===== config.mk =====
export PLATFORM = sky130hd
export DESIGN_NAME = matrix_mult_scheduler
export DESIGN_NICKNAME = d
export VERILOG_FILES = /design/src/rtl/matrix_mult_scheduler.sv
export SDC_FILE = /design/constraint.sdc
export NUM_CORES = 1
export LEC_CHECK = 0
export CAP_MARGIN = 20
export CORE_MARGIN = 5
export CORE_UTILIZATION = 30
export CTS_CLUSTER_DIAMETER = 200
export DETAILED_ROUTE_END_ITERATION = 10
export SYNTH_ARGS = -nofsm -noshare
export SYNTH_HDL_FRONTEND = slang
export SYNTH_SLANG_ARGS = --single-unit

===== constraint.sdc =====
create_clock -name clk -period 3.16 [get_ports clk]
set_clock_uncertainty 0.1 [all_clocks]
set_input_delay 0.79 -clock clk [delete_from_list [all_inputs] [get_ports clk]]
set_output_delay 0.79 -clock clk [all_outputs]
set_load 0.02 [all_outputs]

===== src/rtl/matrix_mult_scheduler.sv =====
// matrix_mult_scheduler
//   Sequencer for one shared vector-multiply datapath computing C = A * B
//   (A is L x M, B is M x N, C is L x N, all row-major fp32 words). On an
//   accepted start it snapshots A and B (B stored transposed), presents one
//   row/column operand pair per output element for VM_LATENCY cycles, stores
//   the returned dot product into result and pulses done.
//
// Ports
//   clk        rising-edge clock
//   rst        synchronous active-high reset
//   start      request a new multiplication; accepted only while idle
//   A, B       input matrices, row-major
//   res_scalar dot product returned by the vector multiplier
//   A_vector   current row of the A snapshot (registered)
//   B_vector   current column of the B snapshot, contiguous (registered)
//   row_idx    current output row
//   col_idx    current output column
//   busy       high while the run is in progress
//   done       one-cycle pulse when result is complete
//   result     matrix C, element (r,c) at [32*(N*r+c) +: 32]
//
// Configuration
//   MATMUL_SCHED_RELU_EN  when defined, captured words with bit 31 set are
//                         stored as zero (fused ReLU); timing is unchanged.
module matrix_mult_scheduler #(
  parameter int unsigned L          = 1,
  parameter int unsigned M          = 1,
  parameter int unsigned N          = 1,
  parameter int unsigned VM_LATENCY = 1,
  localparam int unsigned RowW      = (L > 1) ? $clog2(L) : 1,
  localparam int unsigned ColW      = (N > 1) ? $clog2(N) : 1,
  localparam int unsigned WaitW     = (VM_LATENCY > 1) ? $clog2(VM_LATENCY) : 1
) (
  input  logic                  clk,
  input  logic                  rst,
  input  logic                  start,
  input  logic [32*L*M-1:0]     A,
  input  logic [32*M*N-1:0]     B,
  input  logic [31:0]           res_scalar,
  output logic [32*M-1:0]       A_vector,
  output logic [32*M-1:0]       B_vector,
  output logic [RowW-1:0]       row_idx,
  output logic [ColW-1:0]       col_idx,
  output logic                  busy,
  output logic                  done,
  output logic [32*L*N-1:0]     result
);

  localparam logic [WaitW-1:0] WaitReload = WaitW'(VM_LATENCY - 1);

  typedef enum logic [1:0] {StIdle, StRun, StDone} state_e;

  state_e              state_q;
  logic [32*L*M-1:0]   a_snap_q;
  logic [32*M*N-1:0]   bt_snap_q;
  logic [32*M-1:0]     a_vec_q, b_vec_q;
  logic [RowW-1:0]     row_q;
  logic [ColW-1:0]     col_q;
  logic [WaitW-1:0]    wait_q;
  logic                busy_q, done_q;
  logic [32*L*N-1:0]   result_q;

  logic [32*M*N-1:0]   bt_in;
  logic                last_row, last_col;
  logic [RowW-1:0]     nxt_row;
  logic [ColW-1:0]     nxt_col;
  logic [32*M-1:0]     a_next, b_next;
  logic [31:0]         cap;
  logic [32*L*N-1:0]   result_upd;

  // Column c of B becomes the contiguous slice [32*M*c +: 32*M].
  function automatic logic [32*M*N-1:0] transpose(input logic [32*M*N-1:0] b);
    logic [32*M*N-1:0] t;
    t = '0;
    for (int unsigned k = 0; k < M; k++) begin
      for (int unsigned c = 0; c < N; c++) begin
        t[32*(M*c+k) +: 32] = b[32*(N*k+c) +: 32];
      end
    end
    return t;
  endfunction

  always_comb begin
    bt_in    = transpose(B);
    last_row = (row_q == RowW'(L - 1));
    last_col = (col_q == ColW'(N - 1));
    nxt_col  = last_col ? '0 : col_q + ColW'(1);
    nxt_row  = last_col ? row_q + RowW'(1) : row_q;

    a_next = '0;
    for (int unsigned r = 0; r < L; r++) begin
      if (nxt_row == RowW'(r)) a_next = a_snap_q[32*M*r +: 32*M];
    end
    b_next = '0;
    for (int unsigned c = 0; c < N; c++) begin
      if (nxt_col == ColW'(c)) b_next = bt_snap_q[32*M*c +: 32*M];
    end

`ifdef MATMUL_SCHED_RELU_EN
    cap = res_scalar[31] ? 32'h0 : res_scalar;
`else
    cap = res_scalar;
`endif

    result_upd = result_q;
    for (int unsigned r = 0; r < L; r++) begin
      for (int unsigned c = 0; c < N; c++) begin
        if (row_q == RowW'(r) && col_q == ColW'(c)) result_upd[32*(N*r+c) +: 32] = cap;
      end
    end
  end

  always_ff @(posedge clk) begin
    if (rst) begin
      state_q   <= StIdle;
      a_snap_q  <= '0;
      bt_snap_q <= '0;
      a_vec_q   <= '0;
      b_vec_q   <= '0;
      row_q     <= '0;
      col_q     <= '0;
      wait_q    <= '0;
      busy_q    <= 1'b0;
      done_q    <= 1'b0;
      result_q  <= '0;
    end else begin
      unique case (state_q)
        StIdle: begin
          done_q <= 1'b0;
          if (start) begin
            state_q   <= StRun;
            busy_q    <= 1'b1;
            a_snap_q  <= A;
            bt_snap_q <= bt_in;
            result_q  <= '0;
            row_q     <= '0;
            col_q     <= '0;
            // Snapshot is not yet valid this edge, so element (0,0) comes from the inputs.
            a_vec_q   <= A[32*M-1:0];
            b_vec_q   <= bt_in[32*M-1:0];
            wait_q    <= WaitReload;
          end
        end
        StRun: begin
          if (wait_q != '0) begin
            wait_q <= wait_q - WaitW'(1);
          end else begin
            result_q <= result_upd;
            if (last_row && last_col) begin
              state_q <= StDone;
              busy_q  <= 1'b0;
              done_q  <= 1'b1;
            end else begin
              row_q   <= nxt_row;
              col_q   <= nxt_col;
              a_vec_q <= a_next;
              b_vec_q <= b_next;
              wait_q  <= WaitReload;
            end
          end
        end
        StDone: begin
          done_q  <= 1'b0;
          state_q <= StIdle;
        end
        default: state_q <= StIdle;
      endcase
    end
  end

  assign A_vector = a_vec_q;
  assign B_vector = b_vec_q;
  assign row_idx  = row_q;
  assign col_idx  = col_q;
  assign busy     = busy_q;
  assign done     = done_q;
  assign result   = result_q;

endmodule

==> flow_summary.ini <==
[status]
status = completed

[worst_setup_path]
path_cells = clkdlybuf4s50_1
worstReg2RegStart = state_q[1]
max_stage_delay_ns = 0.70
path_class = register to primary output
startpoint = row_idx
crit_path_end_kind = primary output
arrival_ns = 1.60
worstSetupStartpointType = register
critPathTopFamily = buffers and inverters
path_max_fanout = 9
crit_required_ns = 2.27
cpMaxStageDelayCell = clkdlybuf4s50_1
cp_num_buf_inv = 1

[die]
die_y_um = 155
core.rowCount = 53
die-area_sq_um = 24000
chipWidth_um = 155
core-area_sq_um = 20900
start_util_pct = 30.2
ios = 199

[logic_synthesis]
yosys-top-cells-count = nand2_1, dfxtp_1, a21oi_1
ys_seq_area_share_pct = 52.4
synth_cells = 728
synth_cell_types = 28
yosysMostFrequentCell = nand2_1
synth_area_leader_cell = dfxtp_1
netlist_top_cells_area = dfxtp_1, nand2_1, a21oi_1
synth.avg_cell_area_sq_um = 8.66
yosys_warnings = 0
synth_top_flop_cell = dfxtp_1
synth_nets = 827
synth_edf_count = 0
synth_top_cell_area_share_pct = 52.4
syn-cell-area_sq_um = 6310
async_reset_ff_share_pct = 0
ys_ff_latch = 165

[power]
power.leakage_nw = 3.32
p_per_area_nw_per_um2 = 569
irDropWorstVdd_v = 0.000363

[timing]
setup_tns_ns = 0
worst_pin_slew_ns = 0.780
slew_violations = 0
fin_crit_sh_pct = 78.9
rsz0062_at_grt = no
worst_slack_ns = 0.667
setup_viol = 0
hold_violations = 0
finalCriticalPeriod_ns = 2.49
fmax_mhz = 401
whs_ns = 0.343
max-slew-margin-rel_pct = 48.0

[grt]
antenna_found_initial = 0
grt_pass1_wl_um = 28200
grt_remaining_overflow = 0
grt_start_max_net_pins = 66
first_global_vias = 5325
grt_use_total_pct = 14.6

[clocking]
cts_resized = 0
cts_buffers = 17
clk_latency_ns = 0.42
cts_tree = yes
cts_hold_buf = 0
clk_pin_slew_worst_paths_ns = 0.06
cts_buffer_depth = 2
cts_setup_buffers = 0
htree_levels = 4
cts.sinks = 165
clockRootBuffer = clkbuf_16

[placement]
placed_area_sq_um = 8400
pre_cts_ws_ns = 0.568
port_buffers = 197
dp_hpwl_um = 11400
place_congestion = 0.704

[hold_path]
hold_class = register to register
holdCritStartpoint = B_vector[17]

[routing]
top_layer = met4
wl_met2_um = 8500
via_per_inst = 4.62
wl_met3_um = 1350
routed_wl_um = 17700
num_vias = 5477
drtAntennaViolNets = 0
drt-initial-drc-count = 255
wl_met1_um = 7530
wl_per_cell_um = 14.9
drc = 0
firstDrtPassIters = 4

[final_layout]
utilization_pct = 43.1
drive_above_1_share_pct = 5.93
fin_area_sq_um = 9010
layout.nets = 997
nFillCells = 2069
num_antenna_cells = 0
multi_input_area_sq_um = 2400
seqCellArea_sq_um = 3300
area.growth.synth_to_final_pct = 42.9

[job]
cap_violations = 0
sequential cells by signal, indices dropped and copies added, names as in the netlist:
register	cells
row_idx	1
bt_snap_q	32
a_snap_q	32
state_q	2
result	32
done	1
B_vector	32
busy	1
A_vector	32
power by group:
group | internal [mW] | leakage (nW) | switching (mW)
logic | 0.353 | 1.68 | 0.376
clock network | 1.25 | 0.284 | 0.873
registers | 2.21 | 1.35 | 0.0677
final timing paths:
check                 endpoint  slack, ns  depth (start not counted)
setup / recovery       row_idx       0.67                          1
hold / removal    B_vector[17]       0.34                          2
setup reg to reg  a_snap_q[13]       1.33                          4
hold reg to reg   B_vector[17]       0.34                          2
cells in the final DEF (no fill, tap or decap), types with 11 or more instances in the layout:
| master | n |
|---|---|
| clkbuf_16 | 17 |
| o21ai_1 | 12 |
| nand2_1 | 192 |
| mux2i_1 | 33 |
| inv_1 | 64 |
| a22oi_1 | 32 |
| o221ai_1 | 32 |
| a21oi_1 | 97 |
| clkdlybuf4s50_1 | 196 |
| o21ai_0 | 21 |
| dfxtp_1 | 165 |
| buf_4 | 11 |
kinds of logic (layout without fill, tap and decap cells):
logic type | count (synthesis) | in the layout | synth area share [%]
AOI/OAI and AO/OA | 198 | 198 | 19.0
and+or+nand+nor | 206 | 206 | 13.1
other | 1 | 1 | 0.0595
DFF | 165 | 165 | 52.4
muxes | 33 | 33 | 5.24
buffers and inverters | 125 | 308 | 10.2
layout make-up:
type | instances | share of cell area (%)
clock buffer | 17 | 4.72
clock inverter | 15 | 2.00
inverter | 65 | 2.71
multi-input combinational | 438 | 26.7
sequential | 165 | 36.7
tap | 275 | 3.82
timing repair buffer | 211 | 23.4
stage by stage:
stage	total power, mW	instances
after floorplan	2.71	728
after global placement	3.05	1154
after detailed placement	3.06	1154
after CTS	5.22	1186
after global routing	5.36	1186
final	5.13	1186
per-layer routing:
layer / vias to the layer above / global-route usage [%]
li1: 2762 / -
met1: 2548 / 17.9
met2: 148 / 23.9
met5: - / 0
met4: 0 / 4.84
met3: 19 / 5.12
(Power assumes the default switching activity.)
